File: src/rtl/ble_pkg.sv
// Shared constants and sizing helpers for the K-input configurable BLE.
package ble_pkg;

  // Control-bit offsets, relative to the end of the truth table.
  localparam int unsigned OFF_OUT_SEL = 0;
  localparam int unsigned OFF_SET_VAL = 1;
  localparam int unsigned OFF_USE_CE  = 2;

  // Total configuration bits for a K-input LUT: truth table plus three control bits.
  function automatic int unsigned cfg_bits(input int unsigned k);
    return (32'd1 << k) + 32'd3;
  endfunction

  // Width of an address that spans every configuration bit.
  function automatic int unsigned cfg_addr_w(input int unsigned k);
    return $clog2(cfg_bits(k));
  endfunction

endpackage

File: src/rtl/ble_cfg_mem.sv
// Bit-addressable configuration memory with single-bit writes and registered readback.
module ble_cfg_mem #(
  parameter int unsigned CFG_BITS = 19,
  parameter int unsigned ADDR_W   = 5
) (
  input  logic                clk,
  input  logic                reset,
  input  logic                enable,
  input  logic [ADDR_W-1:0]   address,
  input  logic                data_in,
  output logic                cfg_rdata,
  output logic [CFG_BITS-1:0] cfg
);

  localparam logic [ADDR_W:0] ADDR_LIM = (ADDR_W + 1)'(CFG_BITS);

  logic in_range;

  // Addresses past the last configuration bit are neither writable nor readable.
  always_comb begin
    in_range = ({1'b0, address} < ADDR_LIM);
  end

  // Write decode and readback; readback sees the pre-write value during a same-address write.
  always_ff @(posedge clk) begin
    if (reset) begin
      cfg       <= '0;
      cfg_rdata <= 1'b0;
    end else begin
      if (enable && in_range) begin
        cfg[address] <= data_in;
      end
      cfg_rdata <= in_range ? cfg[address] : 1'b0;
    end
  end

endmodule

File: src/rtl/ble_lutk_cfg.sv
// K-input LUT basic logic element with one flip-flop, clock-enable, configurable
// set value, output select, and bit-addressable configuration with readback.
module ble_lutk_cfg
  import ble_pkg::*;
#(
  parameter int unsigned K        = 4,
  parameter int unsigned LUT_BITS = 2 ** K,
  parameter int unsigned CFG_BITS = cfg_bits(K),
  parameter int unsigned ADDR_W   = cfg_addr_w(K)
) (
  input  logic              clk,
  input  logic              reset,
  input  logic              set,
  input  logic [K-1:0]      ble_in,
  input  logic              ble_ce,
  input  logic              enable,
  input  logic [ADDR_W-1:0] address,
  input  logic              data_in,
  output logic              cfg_rdata,
  output logic              ble_out
);

  logic [CFG_BITS-1:0] cfg;
  logic [LUT_BITS-1:0] truth;
  logic                lut_out;
  logic                out_sel;
  logic                set_val;
  logic                use_ce;
  logic                q;

  ble_cfg_mem #(
    .CFG_BITS (CFG_BITS),
    .ADDR_W   (ADDR_W)
  ) u_cfg_mem (
    .clk       (clk),
    .reset     (reset),
    .enable    (enable),
    .address   (address),
    .data_in   (data_in),
    .cfg_rdata (cfg_rdata),
    .cfg       (cfg)
  );

  // Split the configuration vector into truth table and control fields; LUT lookup.
  always_comb begin
    truth   = cfg[LUT_BITS-1:0];
    out_sel = cfg[LUT_BITS + OFF_OUT_SEL];
    set_val = cfg[LUT_BITS + OFF_SET_VAL];
    use_ce  = cfg[LUT_BITS + OFF_USE_CE];
    lut_out = truth[ble_in];
  end

  // Flip-flop: reset beats set, set beats clock-enable hold, otherwise capture the LUT.
  always_ff @(posedge clk) begin
    if (reset) begin
      q <= 1'b0;
    end else if (set) begin
      q <= set_val;
    end else if (!(use_ce && !ble_ce)) begin
      q <= lut_out;
    end
  end

  // Output select between the registered and combinational paths.
  always_comb begin
    ble_out = out_sel ? q : lut_out;
  end

endmodule
File: config.mk
export PLATFORM = sky130hd
export DESIGN_NAME = ble_lutk_cfg
export DESIGN_NICKNAME = d
export VERILOG_FILES = /design/src/rtl/ble_pkg.sv /design/src/rtl/ble_cfg_mem.sv /design/src/rtl/ble_lutk_cfg.sv
export SDC_FILE = /design/constraint.sdc
export NUM_CORES = 1
export LEC_CHECK = 0
export CORE_MARGIN = 1.5
export CORE_UTILIZATION = 48
export CTS_CLUSTER_SIZE = 10
export DETAILED_ROUTE_END_ITERATION = 8
export GPL_ROUTABILITY_DRIVEN = 0
export PLACE_DENSITY = 0.84
export SLEW_MARGIN = 10
export SYNTH_ARGS = -nofsm -noshare
export SYNTH_HDL_FRONTEND = slang
export SYNTH_SLANG_ARGS = --single-unit
File: constraint.sdc
create_clock -name clk -period 1.7 [get_ports clk]
set_input_delay 0.34 -clock clk [delete_from_list [all_inputs] [get_ports clk]]
set_output_delay 0.34 -clock clk [all_outputs]
set_load 0.1 [all_outputs]
==> out/qor.txt, run 1 <==
Net count after synthesis = 153
Core area = 2477 sq um
Skew final = 1.346 ps
Net Switching = 0.2479 mW
HPWL after detailed placement = 2839 um
Maximum vdd drop = 433.1 uV
Hold Buf Count CTS = 0
Post-Synth XOR/XNOR Area = 0
WP buf/inv = 1
Power per cell area = 518.8 nW/um^2
Final Cycle Share = 1.309
Synth Area in Simple Gates = 0.2305
Starting density of the core = 0.5061
Syn Area/Cell = 9.085 sq um
Fin nets = 202
Total track usage = 0.2716
Crit Path Category = reg -> out
Total grt overflow = 0
Site row count = 18
P_int = 0.6874 mW
Worst Max-Slew Pin Slew = 364.2 ps
#FFs+latches synth = 21
Fill cells = 185
Pre-CTS setup slack = -892.8 ps
RSZ-0062 raised after global routing = yes
Final hold violations = 0
Critical Path RT = 1360 ps
Pins Over Slew Limit = 0
Worst-path fanout max = 2
First-pass GRT wire length = 5582 um
Drt total wl = 3714 um
I/O Buffers = 16
EDFF count, synth = 0
Failing checks = setup timing
Synth Flop Type = dfxtp_1
Crit-path cells = mux4_2 -> mux2_4 -> mux2i_4 -> o21ai_4 -> buf_12
GR Util met2 = 0.4878
Number of library cell types mapped by synthesis = 29
Antenna cell count = 0
Initial antenna violation count = 0
Setup ws final = -524.9 ps
Final Util = 0.7278
Status = finished, violations left
GR peak layer = met2
Clock slew at reported path FFs = 120 ps
Largest net degree at the start of global routing = 20
CTS Root Cell = clkbuf_4
Die area = 2927 sq um
IO Count = 17
Via/cell ratio = 5.819
CTS tree = done
Vias = 1,257
Fraction of layout cells with a size suffix above 1 = 0.3656
Die Wd = 54.11 um
DR WL/cell = 17.19 um
Comb power frac = 0.207
Worst slew margin = 0.7568
Crit. End Element = output port
CP max-delay cell = mux4_2
Hold Crit Class = reg -> reg
GR Util met1 = 0.3190
YS warnings = 0
Tmin final = 2225 ps
Switching Share = 0.2651
Clock network fraction of total power = 0.259
Register area share after synthesis = 0.3353
Total CTS buffers = 3
Bufs on Longest Clock Path = 2
Compound-Gate Fraction of Synth Area = 0.07285
M3 GR Usage = 0.04444
H-tree levels = 1
Post-synth ARST share = 0
Reg power frac = 0.534
Max-cap violation count = 0
Adder-Cell Fraction of Synth Area = 0
Mux contribution to synthesized area = 0.3174
Syn Inst Count = 138
Vias in the first global route = 1,195
Leak = 0.7819 nW
Setup Viol. Count Final = 2
Critical path's top delay family = multiplexers
Worst-Skew Late Latency = 300 ps
DR pass1 iterations = 4
Synthesized cell area = 1254 sq um
ANT nets after route = 0
Clk sinks = 21
Worst EP arrival = 1880 ps
Hold Slack = 516.4 ps
Die Y-Extent = 54.11 um
FMAX = 449.5 MHz
Main combinational cell family by area after synthesis = multiplexers
DRC viols = 0
Critical path's largest stage delay = 480 ps
Synthesis-to-finish area growth = 43.81%
Placed cell area = 1703 sq um
Post-route cell area = 1803 sq um
Starting DRT DRC Count = 48
Startpoint types = flip-flop
[final timing paths]
check                                              startpoint                            end  slack [ps]  cells after the start
worst max-delay path            u_cfg_mem.cfg[5]$_SDFFE_PP0P_                        ble_out        -520                      5
worst min-delay path            u_cfg_mem.cfg[8]$_SDFFE_PP0P_  u_cfg_mem.cfg[8]$_SDFFE_PP0P_         520                      2
worst max register to register  u_cfg_mem.cfg[5]$_SDFFE_PP0P_                 q$_SDFFE_PP0P_        -120                      7
worst min register to register  u_cfg_mem.cfg[8]$_SDFFE_PP0P_  u_cfg_mem.cfg[8]$_SDFFE_PP0P_         520                      2
[per-stage QoR]
step                      instances  TNS, ps  total power [mW]
after floorplan                 138   -129.9            0.5907
after global placement          208    -5200            0.6830
after detailed placement        208    -6341            0.6900
after CTS                       214   -515.8            0.9377
after global routing            216   -710.4            0.9694
final                           216   -646.2            0.9354
[per-layer routing]
layer	vias up	share of wire
met5	-	0
met4	0	0.029
li1	587	-
met3	17	0.065
met1	592	0.38
met2	61	0.53
[state kept, by name (all words and copies together), names as in the netlist]
name	cells
q	1
u_cfg_mem.cfg_rdata	1
u_cfg_mem.cfg	19
[repair_timing]
action                                  in CTS  in global routing
pin swaps                                    2                  2
buffers inserted                             2                  2
endpoints found under the setup margin       4                 15
gates resized for setup                     12                  7
[logic make-up (layout without fill, tap and decap cells)]
group                  count (synthesis)  after routing
multiplexers                          28             28
buffers and inverters                 13             61
flip-flops                            21             21
AND/OR/NAND/NOR                       61             61
AO/OA/AOI/OAI                         15             15
[Yosys cell counts (all sizes together), types with 2 or more instances]
master | instances | area, sq um
mux4 | 8 | 195.2
and2 | 3 | 18.77
nand3 | 4 | 20.02
a21oi | 6 | 30.03
nand4 | 3 | 18.77
nor2 | 21 | 78.83
nand2 | 18 | 67.56
o21ai | 4 | 23.77
nor3b | 5 | 37.54
mux2 | 2 | 22.52
clkbuf | 6 | 22.52
mux2i | 18 | 180.2
dfxtp | 21 | 420.4
buf | 5 | 25.02
nor2b | 2 | 12.51
inv | 2 | 7.510
[power by group through the flow]
stage	Combinational [mW]	Sequential, mW	Clock (mW)
after global placement	0.173	0.510	0
final	0.194	0.499	0.243
after floorplan	0.0760	0.515	0
after CTS	0.184	0.499	0.255
after detailed placement	0.180	0.510	0
after global routing	0.205	0.500	0.265
[final cells by class]
| class | count | area (sq um) | share of cell area |
|---|---|---|---|
| Inverter | 2 | 7.507 | 0.004164 |
| Tap cell | 30 | 37.54 | 0.02082 |
| Sequential cell | 21 | 424.2 | 0.2353 |
| Multi-Input combinational cell | 104 | 829.5 | 0.4601 |
| Clock buffer | 4 | 26.28 | 0.01457 |
| Timing Repair Buffer | 55 | 478.0 | 0.2651 |
[worst register-to-register path, delay by kind of cell, from the launching register on]
family	cells	cell delay, ps
multiplexers	3	980
flip-flops	1	350
AND/OR/NAND/NOR	1	130
AO/OA/AOI/OAI	1	50
buffers and inverters	2	240
[placed cells by master (no fill, tap or decap), types with 2 or more instances in the layout]
cell type | netlist | final
inv_1 | 2 | 2
buf_12 | 0 | 2
buf_4 | 0 | 38
clkbuf_4 | 0 | 3
nand3_1 | 4 | 4
mux2_4 | 0 | 2
nor2_1 | 21 | 19
and2_1 | 3 | 3
nor3b_1 | 5 | 3
dlygate4sd2_1 | 0 | 2
mux2i_1 | 18 | 17
mux4_2 | 4 | 8
nand2_1 | 18 | 18
nor2b_1 | 2 | 2
a21oi_1 | 6 | 6
nand4_1 | 3 | 3
clkdlybuf4s50_1 | 0 | 10
nor3b_2 | 0 | 2
dfxtp_1 | 21 | 18
dfxtp_2 | 0 | 3
(Power assumes the default switching activity.)
==> inputs of run 2 (changes only) <==
Settings changed: ABC_AREA from default to 1, CORE_UTILIZATION 48 to 49, MAX_ROUTING_LAYER from default to met4, PLACE_DENSITY 0.84 to 0.85.
==> out/qor.txt, run 2 <==
Status = finished, violations left (unchanged)
Failing checks = setup timing (unchanged)
Vias in the first global route = 1,321 (was 1,195)
Bufs on Longest Clock Path = 2 (unchanged)
Synthesized cell area = 1301 sq um (was 1254 sq um)
Total chip power = 1.027 mW (was 0.9354 mW)
Pins Over Slew Limit = 0 (unchanged)
IO Count = 17 (unchanged)
Most frequent cells after synthesis = nand2_1 (38), nand3_1 (29), inv_1 (26) (was dfxtp_1 (21), nor2_1 (21), mux2i_1 (18), nand2_1 (18))
Top area cells in the synthesized netlist = dfxtp_1 (32%), nand3_1 (11%), nand2_1 (11%) (was dfxtp_1 (34%), mux2i_1 (14%), mux4_1 (8.4%))
RSZ-0062 raised after global routing = yes (unchanged)
Met2 wire len = 1774 um (was 1967 um)
Register area share after synthesis = 0.3231 (was 0.3353)
Vias = 1,509 (was 1,257)
Fin nets = 260 (was 202)
CTS Root Cell = clkbuf_4 (unchanged)
Post-synth ARST share = 0 (unchanged)
Total CTS buffers = 3 (unchanged)
I/O Buffers = 16 (unchanged)
Hold Buf Count CTS = 0 (unchanged)
Syn Inst Count = 203 (was 138)
Setup Viol. Count Final = 2 (unchanged)
YS warnings = 0 (unchanged)
Initial antenna violation count = 0 (unchanged)
HPWL after detailed placement = 2615 um (was 2839 um)
H-tree levels = 1 (unchanged)
Total grt overflow = 0 (unchanged)
Pre-CTS setup slack = -434.3 ps (was -892.8 ps)
Die area = 2974 sq um (was 2927 sq um)
DRC viols = 0 (unchanged)
Number of library cell types mapped by synthesis = 23 (was 29)
Worst EP arrival = 1520 ps (was 1880 ps)
Met1 wire length = 1721 um (was 1395 um)
Setup ws final = -164.1 ps (was -524.9 ps)
Top reg by flops = u_cfg_mem.cfg (unchanged)
Final Util = 0.7172 (was 0.7278)
ANT nets after route = 0 (unchanged)
DR pass1 iterations = 6 (was 4)
Hold Slack = 483.7 ps (was 516.4 ps)
Largest net degree at the start of global routing = 20 (unchanged)
Worst-path fanout max = 3 (was 2)
Final Cycle Share = 1.097 (was 1.309)
Final hold violations = 0 (unchanged)
Met3 wire length = 225 um (was 243 um)
Synth Flop Type = dfxtp_1 (unchanged)
Total track usage = 0.2792 (was 0.2716)
Post-route cell area = 1793 sq um (was 1803 sq um)
Die Wd = 54.53 um (was 54.11 um)
Skew final = 8.443 ps (was 1.346 ps)
Max-cap violation count = 0 (unchanged)
Clk sinks = 21 (unchanged)
Worst slew margin = 0.7064 (was 0.7568)
Tmin final = 1864 ps (was 2225 ps)
Starting DRT DRC Count = 93 (was 48)
EDFF count, synth = 0 (unchanged)
Net count after synthesis = 218 (was 153)
FMAX = 536.4 MHz (was 449.5 MHz)
Die Y-Extent = 54.53 um (was 54.11 um)
Clock slew at reported path FFs = 130 ps (was 120 ps)
Starting density of the core = 0.5205 (was 0.5061)
Crit. End Element = output port (unchanged)
DR WL/cell = 13.87 um (was 17.19 um)
Largest registers = u_cfg_mem.cfg x19, q x1, u_cfg_mem.cfg_rdata x1 (unchanged)
Via/cell ratio = 5.507 (was 5.819)
Syn Area/Cell = 6.410 sq um (was 9.085 sq um)
Cell taking the most area after synthesis = dfxtp_1 (unchanged)
Startpoint types = flip-flop (unchanged)
Site row count = 18 (unchanged)
#FFs+latches synth = 21 (unchanged)
Leak = 0.7431 nW (was 0.7819 nW)
Commonest non-fill, non-tap cell in the layout = nand2_1 (was buf_4)
Maximum vdd drop = 821.6 uV (was 433.1 uV)
Drt total wl = 3801 um (was 3714 um)
Most frequent cells in the layout = nand2_1 (35), nand3_1 (24), buf_4 (24) (was buf_4 (38), nor2_1 (19), nand2_1 (18), dfxtp_1 (18), mux2i_1 (17))
Core area = 2500 sq um (was 2477 sq um)
Antenna cell count = 0 (unchanged)
Most common cell in the synthesized netlist = nand2_1
CTS tree = done (unchanged)
Max reg flops = 19 (unchanged)
Placed cell area = 1669 sq um (was 1703 sq um)
Worst-Skew Late Latency = 330 ps (was 300 ps)
Synthesis-to-finish area growth = 37.79% (was 43.81%)
Worst Max-Slew Pin Slew = 439.1 ps (was 364.2 ps)
Top sig layer = met4 (unchanged)
Critical Path RT = 1360 ps (about the same)
Fraction of layout cells with a size suffix above 1 = 0.3648 (was 0.3656)
Hold Crit Class = reg -> reg (unchanged)
Power per cell area = 572.8 nW/um^2 (was 518.8 nW/um^2)
Yosys top cell area share = 0.3231 (was 0.3353)
First-pass GRT wire length = 5754 um (was 5582 um)
Crit Path Category = reg -> out (unchanged)
-- run 2: cell count changes after synthesis, moves of 12 or more --
cell,change
a21oi_1,+12
o21ai_1,+16
nand2_1,+20
mux2i_1,-18
inv_1,+24
nand3_1,+25
-- run 2: metrics by stage --
step | setup TNS (ps) | std cells
floorplan | -96.39 | 203
global placement | -2405 | 264
detailed placement | -3024 | 264
CTS | -126.2 | 274
global route | -389.1 | 274
finish | -210.3 | 274
-- run 2: report_power, final --
| group | internal [mW] | total (mW) | leakage, nW | switching (mW) |
|---|---|---|---|---|
| clock | 0.0902 | 0.269 | 0.0139 | 0.178 |
| sequential | 0.496 | 0.498 | 0.177 | 0.00250 |
| combinational | 0.115 | 0.260 | 0.552 | 0.145 |
| total | 0.701 | 1.03 | 0.743 | 0.326 |
-- run 2: layer usage --
layer | GRT usage | vias up
met2 | 0.4378 | 57
met3 | 0.06011 | 13
met5 | - | -
met1 | 0.3601 | 688
met4 | 0.08333 | 0
li1 | - | 751
-- run 2: cell families (layout without fill, tap and decap cells) --
family                 count (synthesis)  after routing  share of synthesized area
buffers and inverters                 42             83                     0.1231
and+or+nand+nor                       93             93                     0.3519
DFF                                   21             21                     0.3231
AOI/OAI and AO/OA                     47             47                     0.2019
-- run 2: final cells by class --
type	instances	area, sq um
clock buffer	3	22.52
clock inverter	1	7.507
fill	209	706.9
inverter	37	146.4
multi-input combinational	140	770.7
sequential	21	439.2
tap	30	37.54
timing repair buffer	42	369.1
-- run 2: what timing repair did --
item / 4_1_cts / 5_1_grt
hold endpoints to repair: 0 / 0
cloned: 1 / 0
buffers inserted: 5 / 0
resized for setup: 28 / 9
pin swaps: 5 / 3
setup endpoints to repair: 1 / 2
-- run 2: final timing paths --
| kind | from | cells after the start | slack (ps) | to |
|---|---|---|---|---|
| setup / recovery | u_cfg_mem.cfg[8]$_SDFFE_PP0P_ | 9 | -160 | ble_out |
| hold / removal | u_cfg_mem.cfg[13]$_SDFFE_PP0P_ | 2 | 480 | u_cfg_mem.cfg[13]$_SDFFE_PP0P_ |
| setup reg to reg | u_cfg_mem.cfg[11]$_SDFFE_PP0P_ | 13 | -50 | q$_SDFFE_PP0P_ |
| hold reg to reg | u_cfg_mem.cfg[13]$_SDFFE_PP0P_ | 2 | 480 | u_cfg_mem.cfg[13]$_SDFFE_PP0P_ |
-- run 2: worst max-delay path, stage by stage (launching register included) --
cell and delay [ps]:
dfxtp_2 360, inv_1 40, nand2_1 70, nand3_1 100
nand3_2 90, nand3_2 80, nand2_2 80, inv_2 40
o21ai_4 130, buf_12 190
